### config.mk
export PLATFORM = sky130hd
export DESIGN_NAME = music_sequencer
export DESIGN_NICKNAME = d
export VERILOG_FILES = /design/src/rtl/music_pkg.sv /design/src/rtl/beat_edge_det.sv /design/src/rtl/music_sequencer.sv
export SDC_FILE = /design/constraint.sdc
export NUM_CORES = 1
export LEC_CHECK = 0
export ABC_AREA = 1
export BUFFER_PORTS_ARGS = -buffer_cell sky130_fd_sc_hd__buf_2
export CORE_UTILIZATION = 54
export DETAILED_ROUTE_END_ITERATION = 6
export GPL_TIMING_DRIVEN = 0
export PLACE_DENSITY = 0.85
export RECOVER_POWER = 100
export SLEW_MARGIN = 10
export SYNTH_ARGS = -nofsm -noshare
export SYNTH_HDL_FRONTEND = slang
export SYNTH_SLANG_ARGS = --single-unit
### constraint.sdc
create_clock -name clk -period 3.56 [get_ports clk]
set_input_delay 0.534 -clock clk [delete_from_list [all_inputs] [get_ports clk]]
set_output_delay 0.534 -clock clk [all_outputs]
set_load 0.02 [all_outputs]
### src/rtl/music_pkg.sv
// Shared definitions for the buzzer music sequencer and the song ROM generator.
package music_pkg;

  // Default field widths of one song ROM word {tone, len}
  localparam int SONG_TONE_W = 6;
  localparam int SONG_LEN_W  = 4;

  // Bit positions of the fields inside a ROM word
  localparam int LEN_LSB  = 0;
  localparam int TONE_LSB = LEN_LSB + SONG_LEN_W;

  // Reserved tone codes: silence, and the end-of-song marker
  localparam logic [SONG_TONE_W-1:0] TONE_REST = '0;
  localparam logic [SONG_TONE_W-1:0] TONE_END  = '1;

  // Sequencer states
  typedef enum logic [2:0] {
    ST_IDLE  = 3'd0,
    ST_FETCH = 3'd1,
    ST_WAIT  = 3'd2,
    ST_PLAY  = 3'd3,
    ST_GAP   = 3'd4
  } seq_state_e;

  // Builds a ROM word from its fields, for song table generation
  function automatic logic [SONG_TONE_W+SONG_LEN_W-1:0] pack_note(
    input logic [SONG_TONE_W-1:0] tone,
    input logic [SONG_LEN_W-1:0]  len
  );
    return {tone, len};
  endfunction

endpackage

### src/rtl/beat_edge_det.sv
// Rising-edge detector for the beat counter's done flag. Preloading the
// history bit with 1 hides a flag that is already high when a note starts.
module beat_edge_det (
  input  logic clk,
  input  logic rst_n,
  input  logic din,
  input  logic preload,
  output logic rise
);

  logic prev;

  // History register: forced high on preload, otherwise follows the input
  always_ff @(posedge clk or negedge rst_n) begin
    if (!rst_n) begin
      prev <= 1'b0;
    end else if (preload) begin
      prev <= 1'b1;
    end else begin
      prev <= din;
    end
  end

  assign rise = din & ~prev;

endmodule

### src/rtl/music_sequencer.sv
// Song sequencer: fetches {tone, len} words from the song ROM, drives the tone
// divider and beat counter, and handles gaps, looping, stop and end of song.
module music_sequencer
  import music_pkg::*;
#(
  parameter int          ADDR_W     = 8,
  parameter int          TONE_W     = SONG_TONE_W,
  parameter int          LEN_W      = SONG_LEN_W,
  parameter logic [27:0] BEAT_UNIT  = 28'd3_125_000,
  parameter logic [27:0] GAP_CYCLES = 28'd250_000
) (
  input  logic                    clk,
  input  logic                    rst_n,
  input  logic                    start,
  input  logic                    stop,
  input  logic                    loop_en,
  input  logic [ADDR_W-1:0]       song_base,
  output logic                    rom_rd,
  output logic [ADDR_W-1:0]       rom_addr,
  input  logic [TONE_W+LEN_W-1:0] rom_data,
  output logic [TONE_W-1:0]       tone_code,
  output logic                    tone_en,
  output logic [27:0]             beat_param,
  output logic                    beat_clr,
  output logic                    beat_en,
  input  logic                    beat_done,
  output logic                    busy,
  output logic                    song_done
);

  seq_state_e        state_q, state_d;
  logic [ADDR_W-1:0] addr_q, addr_d;
  logic [ADDR_W-1:0] base_q, base_d;
  logic [TONE_W-1:0] tone_q, tone_d;
  logic [LEN_W-1:0]  units_q, units_d;
  logic              clr_q, clr_d;
  logic              edge_preload;
  logic              beat_rise;
  logic [TONE_W-1:0] rom_tone;
  logic [LEN_W-1:0]  rom_len;

  assign rom_len  = rom_data[LEN_LSB +: LEN_W];
  assign rom_tone = rom_data[LEN_LSB + LEN_W +: TONE_W];

  beat_edge_det u_beat_edge (
    .clk     (clk),
    .rst_n   (rst_n),
    .din     (beat_done),
    .preload (edge_preload),
    .rise    (beat_rise)
  );

  // State, address, note and beat-clear registers
  always_ff @(posedge clk or negedge rst_n) begin
    if (!rst_n) begin
      state_q <= ST_IDLE;
      addr_q  <= '0;
      base_q  <= '0;
      tone_q  <= '0;
      units_q <= '0;
      clr_q   <= 1'b0;
    end else begin
      state_q <= state_d;
      addr_q  <= addr_d;
      base_q  <= base_d;
      tone_q  <= tone_d;
      units_q <= units_d;
      clr_q   <= clr_d;
    end
  end

  // Next-state logic; stop overrides everything and clears the beat counter
  always_comb begin
    state_d      = state_q;
    addr_d       = addr_q;
    base_d       = base_q;
    tone_d       = tone_q;
    units_d      = units_q;
    clr_d        = 1'b0;
    edge_preload = 1'b0;
    song_done    = 1'b0;
    if (stop) begin
      state_d = ST_IDLE;
      clr_d   = (state_q != ST_IDLE);
    end else begin
      case (state_q)
        ST_IDLE: begin
          if (start) begin
            addr_d  = song_base;
            base_d  = song_base;
            state_d = ST_FETCH;
          end
        end
        ST_FETCH: begin
          state_d = ST_WAIT;
        end
        ST_WAIT: begin
          if (&rom_tone) begin
            if (loop_en) begin
              addr_d  = base_q;
              state_d = ST_FETCH;
            end else begin
              song_done = 1'b1;
              state_d   = ST_IDLE;
            end
          end else begin
            tone_d       = rom_tone;
            units_d      = (rom_len == '0) ? LEN_W'(1) : rom_len;
            clr_d        = 1'b1;
            edge_preload = 1'b1;
            state_d      = ST_PLAY;
          end
        end
        ST_PLAY: begin
          if (beat_rise) begin
            clr_d   = 1'b1;
            units_d = units_q - LEN_W'(1);
            if (units_q == LEN_W'(1)) begin
              addr_d = addr_q + ADDR_W'(1);
              if (GAP_CYCLES == 28'd0) begin
                state_d = ST_FETCH;
              end else begin
                edge_preload = 1'b1;
                state_d      = ST_GAP;
              end
            end
          end
        end
        ST_GAP: begin
          if (beat_rise) begin
            state_d = ST_FETCH;
          end
        end
        default: begin
          state_d = ST_IDLE;
        end
      endcase
    end
  end

  // Beat counter terminal count follows the current timing phase
  always_comb begin
    beat_param = '0;
    if (state_q == ST_PLAY) begin
      beat_param = BEAT_UNIT;
    end else if (state_q == ST_GAP) begin
      beat_param = GAP_CYCLES;
    end
  end

  assign rom_rd    = (state_q == ST_FETCH);
  assign rom_addr  = addr_q;
  assign tone_code = tone_q;
  assign tone_en   = (state_q == ST_PLAY) && (tone_q != TONE_W'(TONE_REST));
  assign beat_en   = (state_q == ST_PLAY) || (state_q == ST_GAP);
  assign beat_clr  = clr_q;
  assign busy      = (state_q != ST_IDLE);

endmodule

==> impl_results.md, run 1 <==
- Clock sinks: 31
- Seq/Total Area, Yosys: 0.370
- Fraction of registers with async set/reset: 1.00
- XOR/XNOR Fraction of Synth Area: 0.00417
- Clk slew on worst S/H paths: roughly 0.07 ns
- Clock share of power: 0.132
- Vias per cell: 4.88
- Sum Neg Setup Slack: 0 ns
- Peak Freq: 0.375 GHz
- Synth Area in Adders: 0.0179
- Slew HR: -0.0928
- Ys Warns: 0
- Clock Skew: around 0.007 ns
- DRT Wirelength: about 4500 µm
- Max stage delay on crit path: 0.40 ns
- Post-Syn Area: between 2000 and 2500 µm²
- Area of the multi-input gates: 971 µm²
- Post-Syn Instances: 299
- Multiplexer share of the synthesized area: 0
- DR pass1 iterations: 7
- Cts-stage hold buffer count: 0
- I/O Buffers: 59
- Post-synthesis compound-gate area fraction: 0.0853
- Post-synth top area share: 0.370
- Vias: between 2000 and 2500
- Standard-cell rows: 22
- Antenna diode count: 0
- Final #Nets: 403
- Die height: between 60 and 70 µm
- Most frequent cell after synthesis: nand2_1
- H-Tree Depth: 2
- Core box area: 3690 µm²
- Final hold vios: 0
- # Post-CTS Setup Buffers: 0
- Remaining antenna violation count: 0
- Simple-gate portion of the synthesized area: 0.345
- Fin. max-slew vios: 32
- CTS buffer count: 5
- Critical path's slowest cell: clkbuf_1
- P_int: 997 µW
- Full die area: slightly above 4000 µm²
- VDD IR max: 0.396 mV
- Commonest cells post-synth: 104 x nand2_1, 33 x inv_1, 31 x dfrtp_1
- Max-cap viol count: 1
- DR iter-0 viols: 146
- Final Wtd Congestion: 0.948
- CP max FO: 18
- Area growth from synthesis to layout: 19.3%
- Failing checks: max-capacitance violations, max-slew violations
- Die width: around 64 µm
- Dominant synthesized flop cell: dfrtp_1
- Ratio of cells with drive above 1 in the final layout: 0.197
- WL per Instance: 10.7 µm
- Leak pwr: 0.00145 µW
- DRC violation count after routing: 0
- Initial core utilization: 0.569
- Synth area leader: dfrtp_1
- HPWL Detailed: 3460 µm
- Final setup fails: 0
- Setup WS post-layout: 0.891 ns
- Critical Path AT: 2.13 ns
- CTS Buffer Depth: 2
- Vias in the first global route: 1758
- CTS root buffer: clkbuf_8
- Worst setup SP type: register
- Post-synth EDFFs: 0
- Fill cells: about 360
- Net Sw Power: between 900 and 1000 µW
- Largest cells by area after synthesis: dfrtp_1 37%, nand2_1 19%, buf_4 9.3%, nand3_1 7.2%, inv_1 5.9%
- Post-Syn Area per Cell: 7.02 µm²
- RSZ-0062 raised after global routing: no
- Cell variety after synth: 32
- Total track usage: 0.237
- CP Capture Type: output pin
- Io pins: 72
- Total congestion overflow: 0
- CP cell instances: clkbuf_1 > nand2_1 > nor2_1 > buf_2 > nand2_1 > inv_1 > clkbuf_1
- CTS tree: done
- Post-CTS sizing: 0
- Worst slew pin tran: 1.64 ns
- Req. time, crit path: 3.03 ns
- Seq pwr share: 0.330
- Largest net degree at the start of global routing: 32
- Largest family of logic cells by synthesized area: simple AND/OR/NAND/NOR gates
- Yosys reg bits: 31
- First-pass GRT wire length: just under 8000 µm
- Worst-Skew Late Latency: 0.28 ns
- Power density cells: between 700 and 800 nW/µm²
- Minimum clock period: 2.67 ns
- Status: finished, violations left
- Sequential Area: 776 µm²
- Period utilisation layout: 0.750
- Combinational power share: 0.538
- Worst slack, placed: ~1.6 ns
- Kind of critical path: register to output pin
- Switching Fraction: 0.480
- Worst hold path class: primary input to register
- Initial antenna violation count: 0
==> worst max-delay path, delay by kind of cell, from the launching register on <==
| kind | cells | cell delay [ns] |
|---|---|---|
| flops | 1 | 0.32 |
| buf+inv | 4 | 1.06 |
| simple gates | 3 | 0.46 |
==> registers in the layout (all words and copies together) (netlist names) <==
| signal | count |
|---|---|
| base_q | 8 |
| beat_clr | 1 |
| rom_addr | 8 |
| state_q | 3 |
| tone_code | 6 |
| u_beat_edge.prev | 1 |
| units_q | 4 |
==> layout make-up <==
| class | instances | share of cell area |
|---|---|---|
| multi-input cells | 212 | 0.388 |
| flip-flops and latches | 31 | 0.310 |
| repair buffers | 59 | 0.105 |
| plain buffers | 32 | 0.0905 |
| inverters | 35 | 0.0535 |
| clock buffers | 6 | 0.0290 |
| well taps | 48 | 0.0240 |
==> final timing paths <==
| path | start | cells after the start | slack [ns] | endpoint |
|---|---|---|---|---|
| max in group asynchronous | rst_n | 1 | 1.95 | tone_code[2] |
| worst min register to register | base_q[4] | 2 | 0.49 | base_q[4] |
| worst max register to register | state_q[1] | 8 | 1.60 | rom_addr[2] |
| min in group asynchronous | rst_n | 1 | 0.67 | rom_addr[7] |
| worst max-delay path | state_q[1] | 7 | 0.89 | tone_en |
| worst min-delay path | rom_data[7] | 3 | 0.46 | tone_code[3] |
==> per-stage QoR <==
step / util / power (µW) / hold WS [ns] / std cells / area, µm²
global route: 0.679 / 2090 / 0.468 / 423 / 2500
CTS: 0.696 / 1970 / 0.316 / 423 / 2570
detailed placement: 0.676 / 1720 / 0.479 / 417 / 2490
global placement: 0.676 / 1690 / 0.469 / 417 / 2490
finish: 0.679 / 1920 / 0.465 / 423 / 2500
floorplan: - / 1430 / 0.238 / 310 / 2140
==> layer usage <==
layer  vias to the layer above  track usage  share of wire
li1                       1050            -              -
met1                       916        0.331           0.46
met2                        88        0.379           0.46
met3                        11       0.0411          0.067
met4                         0       0.0583          0.013
met5                         -            0              0
==> power by group through the flow <==
stage	clock (µW)	combinational, µW	sequential (µW)
finish	252	1030	633
CTS	251	1090	630
detailed placement	0	1090	634
global placement	0	1060	630
global route	270	1170	653
floorplan	0	722	709
==> placed cells by master, fill, tap and decap left out, drive strengths merged, types with 2 or more instances in the layout <==
cell and count:
clkbuf 46, nand2 107, a22oi 3, o21bai 2, buf 51, nor3 2, conb 12, a21oi 2
dfrtp 31, o21ai 21, inv 35, nand3 32, nor2 21, ha 3
==> cells by family after synthesis <==
logic type	count (synthesis)
simple gates	166
buf+inv	67
flops	31
compound gates	30
fa+ha+maj	3
xor+xnor	1
other cells	1
Power figures use the tool's default switching activity.
==> inputs of run 2 (changes only) <==
- CORE_UTILIZATION: 54 -> 50
- PLACE_DENSITY: 0.85 -> 0.8
- clock period: 3.56 -> 2.7 ns (I/O delays scaled with it)
==> impl_results.md, run 2 (synthesized netlist as in run 1, its figures left out) <==
- Status: finished, violations left
- Failing checks: max-capacitance violations, max-slew violations
- Power density cells: 1020 nW/µm² (+33%)
- Slew HR: -0.115 (-0.0223)
- Sum Neg Setup Slack: 0 ns (unchanged)
- Ratio of cells with drive above 1 in the final layout: 0.196 (-0.00105)
- Most common cell after layout, fill and taps aside: nand2_1
- Clock sinks: 31 (unchanged)
- Die height: 66.8 µm (+3.8%)
- Final setup fails: 0 (unchanged)
- CP max FO: 18 (unchanged)
- Max stage delay on crit path: 0.37 ns (-0.03 ns)
- Initial core utilization: 0.521 (-0.0481)
- Critical path's slowest cell: clkbuf_2
- CP Capture Type: output pin
- DRT Wirelength: 4640 µm (+2.4%)
- Final Wtd Congestion: 0.904 (-4.7%)
- Period utilisation layout: 0.857
- # Post-CTS Setup Buffers: 0 (unchanged)
- Worst R2R Setup Slack: 0.60 ns (-1.00 ns)
- Full die area: 4460 µm² (+7.7%)
- Worst-Skew Late Latency: 0.28 ns (about the same)
- Critical Path AT: 1.91 ns (-0.22 ns)
- Area growth from synthesis to layout: 19.4% (about the same)
- Final core occ: 0.622 (-0.0570)
- Req. time, crit path: 2.30 ns (-0.73 ns)
- Vias: 1991 (-3.6%)
- Minimum clock period: 2.31 ns
- CP cell instances: clkbuf_1 > nand2_1 > nor2_2 > clkbuf_2 > clkbuf_4 > buf_2
- Worst slew pin tran: 1.67 ns (+0.0335 ns)
- Cts-stage hold buffer count: 0 (unchanged)
- Clk slew on worst S/H paths: 0.06 ns (about the same)
- Vias in the first global route: 1655 (-5.9%)
- Commonest cells after routing, fill and taps aside: 106 x nand2_1, 35 x buf_2, 34 x inv_1
- CTS buffer count: 5 (unchanged)
- Core box area: 4030 µm² (+9.2%)
- Final #Nets: 403 (unchanged)
- Die width: 66.8 µm (+3.8%)
- DR pass1 iterations: 4 (-3)
- WP buf/inv: 4 (unchanged)
- WL per Instance: 10.9 µm (+1.4%)
- HPWL Detailed: 3570 µm (+3.1%)
- CTS Buffer Depth: 2 (unchanged)
- VDD IR max: 0.515 mV (+30%)
- Leak pwr: 0.00146 µW (+0.74%)
- Kind of critical path: register to output pin
- Clock Skew: 0.00531 ns (-0.00174 ns)
- Io pins: 72 (unchanged)
- Standard-cell rows: 23 (+4.5%)
- First-pass GRT wire length: 7450 µm (-3.8%)
- Peak Freq: 0.432 GHz
- Total congestion overflow: 0 (unchanged)
- Final hold vios: 0 (unchanged)
- Antenna diode count: 0 (unchanged)
- Remaining antenna violation count: 0 (unchanged)
- CTS root buffer: clkbuf_8
- CTS tree: done
- Fin. max-slew vios: 32 (unchanged)
- Family with the most delay on the worst path: buffers and inverters
- RSZ-0062 raised after global routing: no
- Max-cap viol count: 1 (unchanged)
- Total track usage: 0.223 (-0.0143)
- H-Tree Depth: 2 (unchanged)
- Fill cells: 396 (+11%)
- DRC violation count after routing: 0 (unchanged)
- Initial antenna violation count: 0 (unchanged)
- I/O Buffers: 59 (unchanged)
- Largest net degree at the start of global routing: 32 (unchanged)
- Post-CTS sizing: 0 (unchanged)
- Worst setup SP type: register
- Worst hold path class: primary input to register
- DR iter-0 viols: 132 (-9.6%)
- Vias per cell: 4.66 (-4.5%)
==> run 2: path summary, 6_finish.rpt <==
check                           startpoint                to  cells after the start
worst min-delay path             beat_done  u_beat_edge.prev                      2
max in group asynchronous            rst_n      tone_code[4]                      1
worst min register to register   base_q[2]         base_q[2]                      2
worst max register to register  state_q[1]       rom_addr[3]                      9
worst max-delay path            state_q[1]    beat_param[18]                      6
min in group asynchronous            rst_n       rom_addr[0]                      1
==> run 2: per-layer routing <==
layer | up-vias | GRT usage | part of all wire
li1 | 1057 | - | -
met1 | 874 | 0.308 | 0.48
met2 | 56 | 0.336 | 0.46
met3 | 4 | 0.0616 | 0.055
met4 | 0 | 0.0638 | 0.0052
met5 | - | 0 | 0
==> run 2: power breakdown <==
| group | leakage (µW) | internal [µW] | switching (µW) |
|---|---|---|---|
| Combinational | 0.00102 | 444 | 879 |
| Sequential | 0.000389 | 672 | 162 |
| Clock | 0.0000515 | 232 | 168 |
| Total | 0.00146 | 1350 | 1210 |
==> run 2: area by class of cell <==
| cell class | count | area [µm²] | share of cell area |
|---|---|---|---|
| Inverter | 35 | 134 | 0.0534 |
| Clock buffer | 8 | 100 | 0.0400 |
| Timing Repair Buffer | 59 | 265 | 0.106 |
| Sequential cell | 31 | 776 | 0.310 |
| Tap cell | 50 | 62.6 | 0.0250 |
| Multi-Input combinational cell | 212 | 948 | 0.379 |
| Buffer | 32 | 219 | 0.0874 |
==> run 2: per-stage QoR <==
step                worst slack [ns]  total power [µW]  instance area [µm²]  instances  hold slack [ns]
finish                         0.387              2560                 2500        427            0.320
detailed placement             0.907              2280                 2500        419            0.475
global route                   0.264              2800                 2500        427            0.314
global placement               0.916              2240                 2500        419            0.468
floorplan                       1.08              1890                 2140        310            0.109
CTS                            0.599              2690                 2600        427            0.182
==> run 2: worst register-to-register path, cell delays in order, from the launching register on <==
cell and delay [ns]:
dfrtp_1 0.32, clkbuf_1 0.28, nand2_1 0.27, nor2_1 0.22
clkbuf_1 0.38, nand2_1 0.20, nand2_1 0.12, nor2_1 0.09
nand2_1 0.08, nand2_1 0.05
